==> src/rtl/uart_pkg.sv <==
// Shared UART definitions used by the receive deframer and the transmit side.
package uart_pkg;

    typedef enum logic [2:0] {
        ST_IDLE   = 3'd0,
        ST_START  = 3'd1,
        ST_DATA   = 3'd2,
        ST_PARITY = 3'd3,
        ST_STOP   = 3'd4
    } uart_state_t;

    localparam int OVS_MID         = 7;
    localparam int DATA_BITS       = 8;
    localparam int CLK_DIV_DEFAULT = 27;

endpackage

==> src/rtl/uart_baud_tick.sv <==
// Free-running divider producing a one-cycle oversample tick every CLK_DIV clocks.
module uart_baud_tick
    import uart_pkg::*;
#(
    parameter int CLK_DIV = CLK_DIV_DEFAULT
) (
    input  logic i_clk,
    input  logic i_rst,
    output logic o_tick
);

    localparam int            CW   = (CLK_DIV > 1) ? $clog2(CLK_DIV) : 1;
    localparam logic [CW-1:0] LAST = CW'(CLK_DIV - 1);

    logic [CW-1:0] r_cnt;
    logic          w_wrap;

    assign w_wrap = (r_cnt == LAST);
    assign o_tick = w_wrap;

    always_ff @(posedge i_clk or posedge i_rst) begin
        if (i_rst) begin
            r_cnt <= '0;
        end else if (w_wrap) begin
            r_cnt <= '0;
        end else begin
            r_cnt <= r_cnt + CW'(1);
        end
    end

endmodule

==> src/rtl/uart_rx_deframer.sv <==
// 16x-oversampled UART receiver with a one-byte holding register.
// Define UART_RX_PARITY_EN to add an even-parity bit between data and stop.
module uart_rx_deframer
    import uart_pkg::*;
#(
    parameter int CLK_DIV = CLK_DIV_DEFAULT,
    parameter int OVS     = 16
) (
    input  logic       clk,
    input  logic       rst,
    input  logic       rx_in,
    input  logic       rd_en,
    output logic [7:0] rx_data,
    output logic       rx_valid,
    output logic       rx_busy,
    output logic       frame_err,
    output logic       overrun,
    output logic       parity_err
);

    localparam logic [3:0] MID  = 4'(OVS_MID);
    localparam logic [3:0] LAST = 4'(OVS - 1);

    logic [1:0]           r_sync;
    logic                 r_rx_d;
    logic                 w_rx;
    logic                 w_fall;
    logic                 w_tick;
    uart_state_t          r_state;
    uart_state_t          w_state_nxt;
    logic [3:0]           r_cnt;
    logic [2:0]           r_bit;
    logic [DATA_BITS-1:0] r_shift;
    logic                 w_start;
    logic                 w_cnt_clr;
    logic                 w_cnt_inc;
    logic                 w_take_bit;
    logic                 w_take_stop;
    logic                 w_par_bad;
    logic                 w_good;
`ifdef UART_RX_PARITY_EN
    logic                 w_take_par;
    logic                 r_par_err;
    logic                 r_parity_err;
`endif

    uart_baud_tick #(.CLK_DIV(CLK_DIV)) u_tick (
        .i_clk  (clk),
        .i_rst  (rst),
        .o_tick (w_tick)
    );

    assign w_rx    = r_sync[1];
    assign w_fall  = r_rx_d & ~w_rx;
    assign rx_busy = (r_state != ST_IDLE);
    assign w_good  = w_take_stop & w_rx & ~w_par_bad;

    always_ff @(posedge clk or posedge rst) begin
        if (rst) begin
            r_sync <= 2'b11;
            r_rx_d <= 1'b1;
        end else begin
            r_sync <= {r_sync[0], rx_in};
            r_rx_d <= w_rx;
        end
    end

    always_ff @(posedge clk or posedge rst) begin
        if (rst) begin
            r_state <= ST_IDLE;
        end else begin
            r_state <= w_state_nxt;
        end
    end

    always_comb begin
        w_state_nxt = r_state;
        w_start     = 1'b0;
        w_cnt_clr   = 1'b0;
        w_cnt_inc   = 1'b0;
        w_take_bit  = 1'b0;
        w_take_stop = 1'b0;
`ifdef UART_RX_PARITY_EN
        w_take_par  = 1'b0;
`endif
        case (r_state)
            ST_IDLE: begin
                if (w_fall) begin
                    w_start     = 1'b1;
                    w_cnt_clr   = 1'b1;
                    w_state_nxt = ST_START;
                end
            end
            ST_START: begin
                if (w_tick) begin
                    if (r_cnt != MID) begin
                        w_cnt_inc = 1'b1;
                    end else if (w_rx) begin
                        w_state_nxt = ST_IDLE;  // line went back high: glitch, not a start bit
                    end else begin
                        w_cnt_clr   = 1'b1;
                        w_state_nxt = ST_DATA;
                    end
                end
            end
            ST_DATA: begin
                if (w_tick) begin
                    if (r_cnt != LAST) begin
                        w_cnt_inc = 1'b1;
                    end else begin
                        w_cnt_clr  = 1'b1;
                        w_take_bit = 1'b1;
                        if (r_bit == 3'(DATA_BITS - 1)) begin
`ifdef UART_RX_PARITY_EN
                            w_state_nxt = ST_PARITY;
`else
                            w_state_nxt = ST_STOP;
`endif
                        end
                    end
                end
            end
`ifdef UART_RX_PARITY_EN
            ST_PARITY: begin
                if (w_tick) begin
                    if (r_cnt != LAST) begin
                        w_cnt_inc = 1'b1;
                    end else begin
                        w_cnt_clr   = 1'b1;
                        w_take_par  = 1'b1;
                        w_state_nxt = ST_STOP;
                    end
                end
            end
`endif
            ST_STOP: begin
                // Leave at mid-stop so a following start edge is never missed.
                if (w_tick) begin
                    if (r_cnt != LAST) begin
                        w_cnt_inc = 1'b1;
                    end else begin
                        w_take_stop = 1'b1;
                        w_state_nxt = ST_IDLE;
                    end
                end
            end
            default: w_state_nxt = ST_IDLE;
        endcase
    end

    always_ff @(posedge clk or posedge rst) begin
        if (rst) begin
            r_cnt     <= 4'd0;
            r_bit     <= 3'd0;
            r_shift   <= '0;
            rx_data   <= 8'h00;
            rx_valid  <= 1'b0;
            frame_err <= 1'b0;
            overrun   <= 1'b0;
        end else begin
            frame_err <= w_take_stop & ~w_rx;
            overrun   <= w_good & rx_valid & ~rd_en;
            if (w_cnt_clr) begin
                r_cnt <= 4'd0;
            end else if (w_cnt_inc) begin
                r_cnt <= r_cnt + 4'd1;
            end
            if (w_start) begin
                r_bit <= 3'd0;
            end else if (w_take_bit) begin
                r_bit <= r_bit + 3'd1;
            end
            if (w_take_bit) begin
                r_shift <= {w_rx, r_shift[DATA_BITS-1:1]};
            end
            // A pop in the same cycle frees the holding register for the new byte.
            if (w_good && (!rx_valid || rd_en)) begin
                rx_data  <= r_shift;
                rx_valid <= 1'b1;
            end else if (rd_en) begin
                rx_valid <= 1'b0;
            end
        end
    end

`ifdef UART_RX_PARITY_EN
    always_ff @(posedge clk or posedge rst) begin
        if (rst) begin
            r_par_err    <= 1'b0;
            r_parity_err <= 1'b0;
        end else begin
            r_parity_err <= w_take_stop & w_rx & r_par_err;
            if (w_start) begin
                r_par_err <= 1'b0;
            end else if (w_take_par) begin
                r_par_err <= w_rx ^ (^r_shift);
            end
        end
    end

    assign w_par_bad  = r_par_err;
    assign parity_err = r_parity_err;
`else
    assign w_par_bad  = 1'b0;
    assign parity_err = 1'b0;
`endif

endmodule

==> config.mk <==
export PLATFORM = sky130hd
export DESIGN_NAME = uart_rx_deframer
export DESIGN_NICKNAME = d
export VERILOG_FILES = /design/src/rtl/uart_pkg.sv /design/src/rtl/uart_baud_tick.sv /design/src/rtl/uart_rx_deframer.sv
export SDC_FILE = /design/constraint.sdc
export NUM_CORES = 1
export LEC_CHECK = 0
export CAP_MARGIN = 10
export CORE_MARGIN = 3
export CORE_UTILIZATION = 55
export CTS_BUF_LIST = sky130_fd_sc_hd__clkbuf_16
export CTS_CLUSTER_DIAMETER = 80
export DETAILED_ROUTE_END_ITERATION = 8
export PLACE_DENSITY = 0.84
export SLEW_MARGIN = 20
export SYNTH_ARGS = -nofsm -noshare
export SYNTH_HDL_FRONTEND = slang
export SYNTH_SLANG_ARGS = --single-unit
==> constraint.sdc <==
create_clock -name clk -period 2.02 [get_ports clk]
set_clock_uncertainty 0.05 [all_clocks]
set_input_delay 0.303 -clock clk [delete_from_list [all_inputs] [get_ports clk]]
set_output_delay 0.303 -clock clk [all_outputs]
set_load 0.1 [all_outputs]
## Word level (Yosys, flattened, before mapping)

Index checks and enable logic that the tools add are counted.

- Reduce and logical (&&, ||, !) cells: 10
- Add/subtract/negate cells: 3
- Muxes and demuxes: 32
- Bitwise logic cells: 7
- Equality and inequality tests: 15

Operators by type and width:

| kind | number |
|---|---|
| 3-bit two-way mux | 10 |
| 1-bit two-way mux | 15 |
| 3-bit one-hot mux with 4 select lines | 1 |
| 2-bit != test, second input constant | 5 |
| 4-bit two-way mux | 2 |
| 8-bit AND reduction | 1 |
| 3-bit == test, second input constant | 2 |
| 2-bit by 1-bit != test with 1-bit output, second input constant | 3 |
| 2-bit nonzero test | 3 |
| 5-bit by 1-bit adder with 5-bit output, second input constant | 1 |
| 1-bit AND | 5 |
| 5-bit == test, second input constant | 1 |
| 5-bit two-way mux | 1 |
| 4-bit by 1-bit adder with 4-bit output, second input constant | 1 |
| 4-bit by 3-bit != test with 1-bit output, second input constant | 1 |
| 4-bit != test, second input constant | 1 |
| 3-bit by 1-bit adder with 3-bit output, second input constant | 1 |
| 3-bit by 1-bit == test with 1-bit output, second input constant | 1 |
| 3-bit by 2-bit == test with 1-bit output, second input constant | 1 |
| 3-bit zero test | 1 |
| 1-bit one-hot mux with 3 select lines | 1 |
| 3-bit nonzero test | 1 |
| 2-bit two-way mux | 1 |
| 1-bit inverter | 2 |
| other kinds (5) | 5 |

- Register bits after elaboration: 37
- Word-level logic and storage cells: 78
- Input bits: 4
- Output and inout port bits: 13

## Longest topological paths before layout

- Depth in word-level cells: 7
- Depth in mapped cells: 7
- Mapped depth without buffers: 6

## Cells and area by module

From an unflattened synthesis, not the netlist that was laid out.

- Cells, all modules: 132
- Area, all modules: 1,665.3 um^2

By module, submodules not included:

| module | times used | cells an instance | sequential area each (um^2) | area an instance (um^2) |
|---|---|---|---|---|
| uart_rx_deframer | 1 | 107 | 804.5 | 1,395.1 |
| uart_baud_tick | 1 | 25 | 125.1 | 270.3 |

## Worst setup path before layout

Ideal clock, no wire load.

- Path type: register -> register
- From: register r_state[1]
- To: register r_cnt[3]
- Required time: 1,842 ps
- Period minus slack after synthesis: 2,147 ps
- Setup time: 128 ps
- Path buffers: 1
- Path slack: -127 ps
- Data arrival time: 1,969 ps
- Cell stages (with the launch flop): 6
- Cell sequence: dfrtp_1 buf_4 or3_1 or3b_1 o211ai_1 mux2i_1

- Cells in the longest elaborated chain, start to end: 4
- Elaborated cells between the ends (all ways): 9
- Classes of those cells: eq/ne: 3; mux: 3; reduce/logical: 3

RTL lines:

| element | RTL line | source |
|---|---|---|
| start: declaration | uart_rx_deframer.sv:29 | `uart_state_t r_state;` |
| start signal: assignment | uart_rx_deframer.sv:72 | `r_state <= w_state_nxt;` |
| 3-bit == test / 3-bit by 2-bit == test with 1-bit output (equally long branches) | uart_rx_deframer.sv:86 | `case (r_state)` |
| 2-bit OR reduction (no line) | - |  |
| 1-bit one-hot mux with 2 select lines | uart_rx_deframer.sv:86 |  |
| 2-bit nonzero test (no line) | - |  |
| end signal: assignment | uart_rx_deframer.sv:166 | `r_cnt <= r_cnt + 4'd1;` |
| end: declaration | uart_rx_deframer.sv:31 | `logic [3:0] r_cnt;` |

Parallel ways exist; a longest one is shown, timed or not.
A chain may end at the register's enable or synchronous reset.

## Worst setup path after layout

- From: register u_tick.r_cnt[0]
- To: register rx_data[4]

- Cells in the longest elaborated chain, start to end: 5

RTL lines:

| element | RTL line | source |
|---|---|---|
| start: declaration | uart_baud_tick.sv:15 | `logic [CW-1:0] r_cnt;` |
| start signal: assignment | uart_baud_tick.sv:27 | `r_cnt <= r_cnt + CW'(1);` |
| 5-bit == test | uart_baud_tick.sv:18 | `assign w_wrap = (r_cnt == LAST);` |
| 1-bit two-way mux | - |  |
| 1-bit two-way mux | uart_rx_deframer.sv:86 |  |
| 1-bit AND | uart_rx_deframer.sv:56 | `assign w_good = w_take_stop & w_rx & ~w_par_bad;` |
| 1-bit logical AND | uart_rx_deframer.sv:177 | `if (w_good && (!rx_valid \|\| rd_en)) begin` |
| end signal: assignment | uart_rx_deframer.sv:178 | `rx_data <= r_shift;` |
| end: declaration | uart_rx_deframer.sv:13 | `output logic [7:0] rx_data,` |

No other way between the ends.

==> summary.md <==
| Metric | Value |
|---|---|
| Status | finished, final reports clean |
| Leading area contributor after synthesis | dfrtp_1 |
| Post-DP Area | 1944 µm² |
| Syn Area/Cell | 12.14 µm² |
| Clock Root Buffer | clkbuf_16 |
| Max Cap Viol | 0 |
| IR drop worst, VDD | 519.8 µV |
| Vias per cell | 5.662 |
| Fmax | 0.5095 GHz |
| Sequential area share after synthesis | 53.57% |
| Post-cts hold buffer count | 0 |
| CTS clock-pin slew for the worst setup and hold paths | 50 ps |
| Pre-Repair DR Iteration Count | 4 |
| Met3 Use GR | 7.207% |
| Placer Congestion | 0.8205 |
| Worst setup margin | 57.45 ps |
| Met1 GRT Util | 24.43% |
| Proportion of layout cells with a drive suffix above 1 | 30.95% |
| PortBufs | 15 |
| Critical path endpoint category | flip-flop |
| Endpoint, Worst Hold | r_sync[1]$_DFF_PP1_ |
| Vias in the first global route | 1237 |
| Final WL | 3.305 mm |
| Post-route ant nets | 0 |
| CTS tree | yes |
| Power Dens Cells | 793.3 nW/µm² |
| Ys async rst share | 100.0% |
| Number of synthesized register bits | 37 |
| CTS resizes | 0 |
| Final setup viols | 0 |
| Num CTS Buffers | 5 |
| Worst reg-to-reg path cell count | 6 |
| Core Box Area | 2877 µm² |
| N_diodes | 0 |
| Syn Nets | 152 |
| Largest net degree at the start of global routing | 38 |
| Slew Limit Fails | 0 |
| Cells taking the most area after synthesis | dfrtp_1 49%, mux2_2 10%, dfstp_2 4.5% |
| Residual DRC | 0 |
| Detailed Route Iter0 Violations | 74 |
| WP data required | 2130 ps |
| Most used flip-flop cell after synthesis | dfrtp_1 |
| Tot Pwr | 1.655 mW |
| Vias | 1189 |
| Avg WL per Cell | 15.74 µm |
| Final #Nets | 176 |
| Leakage power | 0.9679 nW |
| # IOs | 17 |
| Htree depth | 2 |
| Final Non-Filler Cells | 210 |
| M2 GR Usage | 30.38% |
| Hold Path Class | flip-flop to flip-flop |
| Hold path cells | 0 |
| Worst reg2reg setup slack | 60 ps |
| Clock tree buffer depth | 2 |
| R2r startpoint | u_tick.r_cnt[0]$_DFF_PP0_ |
| Site Rows | 19 |
| DIE WIDTH | 62.17 µm |
| Most Crowded Layer GR | met2 |
| Final Critical Period | 1963 ps |
| Initial antenna violation count | 0 |
| Gr ovfl total | 0 |
| Crit-path max FO | 8 |
| Skew-Pair Late Insertion Delay | 280 ps |
| Post-synthesis cell count | 143 |
| Global-route wire length before repair | 5.871 mm |
| Tcrit/Tclk final | 97.16% |
| Final number of hold-violating endpoints | 0 |
| Crit Path Category | flip-flop to flip-flop |
| Gr usage total | 19.56% |
| DPL Wire Length | 2.228 mm |
| CP Launch Type | flip-flop |
| Hold path start | r_sync[0]$_DFF_PP1_ |
| Worst hold slack | 305.2 ps |
| Yosys cell types | 43 |
| Die Y | 62.17 µm |
| Area grow syn2layout | 20.19% |
| Synth cell count leaders | 34 x dfrtp_1, 16 x mux2_2, 13 x nor2_1, 7 x nand2_1, 6 x mux2i_1 |
| Reg2Reg Capture Point | rx_data[4]$_DFFE_PP0P_ |
| CP Data Arrival Time | 2070 ps |
| Warning count from the yosys run | 0 |
| Syn Std Cell Area | 1735 µm² |
| Initial core utilization | 60.33% |
| Top-area cell type share of the netlist area | 49.03% |
| DIE AREA | 3865 µm² |
| Placed insts | 202 |
| Post-synth EDFFs | 0 |
| Sinks on Clock Net | 37 |
| Pre-CTS WS | 41.24 ps |
| # Post-CTS Setup Buffers | 0 |
| Post-route cell area | 2086 µm² |
| Count leader, synth | dfrtp_1 |
area by class of cell:
class | count | area [µm²]
clock buffer | 5 | 125.1
fill | 201 | 790.8
sequential | 37 | 929.6
timing repair buffer | 22 | 185.2
multi-input combinational | 97 | 763.2
tap | 42 | 52.55
inverter | 4 | 15.01
clock inverter | 3 | 15.01
metal layers:
layer,up-vias,part of all wire [%]
li1,564,-
met1,581,44
met3,7,5.9
met2,37,48
met4,0,1.8
met5,-,0
kinds of logic after synthesis:
| group | share of synthesized area [%] |
|---|---|
| buf+inv | 2.811 |
| fa+ha+maj | 3.605 |
| flops | 53.57 |
| mux | 13.84 |
| xor+xnor | 1.514 |
| other cells | 0.2161 |
| simple gates | 14.71 |
| compound gates | 9.733 |
worst max-delay path, cell delays in order, from the launching register on:
cell and delay, ps:
dfrtp_1 400, inv_1 70, ha_1 190, nand4b_2 160, nor2_1 200, and4_2 390, mux2_2 360
stage by stage:
step | setup TNS, ps | util, %
global placement | 0 | 67.59
detailed placement | 0 | 67.59
global route | -289.8 | 72.51
floorplan | 0 | -
finish | 0 | 72.51
CTS | 0 | 72.47
placed cells by master (no fill, tap or decap), types with 2 or more instances in the layout:
cell / synthesis / routed
inv_1: 4 / 5
o21ai_0: 2 / 2
dfstp_2: 3 / 3
clkbuf_16: 0 / 5
dfrtp_1: 34 / 34
nand4_1: 2 / 2
mux2_2: 16 / 16
xnor2_1: 2 / 2
nand3_1: 4 / 4
o211ai_1: 3 / 3
o21ai_1: 2 / 2
clkdlybuf4s50_1: 0 / 3
or3b_1: 2 / 2
a31oi_1: 3 / 3
a21o_1: 2 / 2
a21oi_1: 3 / 3
mux2i_1: 6 / 6
nand2_1: 7 / 7
ha_1: 5 / 5
nor3b_1: 2 / 2
nor2_1: 13 / 13
buf_4: 4 / 18
flip-flops by register name, summed over array words and instances, names as in the netlist, 2 cells and up:
| name | count |
|---|---|
| r_bit | 3 |
| r_shift | 8 |
| u_tick.r_cnt | 5 |
| r_cnt | 4 |
| r_state | 3 |
| rx_data | 8 |
| r_sync | 2 |
worst max path at each step:
stage | depth (start not counted) | to | startpoint
4_1_cts | 6 | rx_data[4]$_DFFE_PP0P_ | u_tick.r_cnt[0]$_DFF_PP0_
6_report | 6 | rx_data[4]$_DFFE_PP0P_ | u_tick.r_cnt[0]$_DFF_PP0_
2_1_floorplan | 4 | rx_data[0]$_DFFE_PP0P_ | rx_valid$_DFFE_PP0P_
3_5_place_dp | 6 | rx_data[7]$_DFFE_PP0P_ | u_tick.r_cnt[0]$_DFF_PP0_
5_1_grt | 6 | rx_data[5]$_DFFE_PP0P_ | u_tick.r_cnt[0]$_DFF_PP0_
3_3_place_gp | 6 | rx_data[5]$_DFFE_PP0P_ | u_tick.r_cnt[0]$_DFF_PP0_
power by group:
| part | internal [mW] | leakage, nW | switching [mW] |
|---|---|---|---|
| combinational | 0.0541 | 0.415 | 0.0811 |
| clock | 0.448 | 0.0687 | 0.290 |
| sequential | 0.760 | 0.484 | 0.0223 |
| total | 1.26 | 0.968 | 0.393 |
No activity file was read; power rests on OpenSTA's default activity.
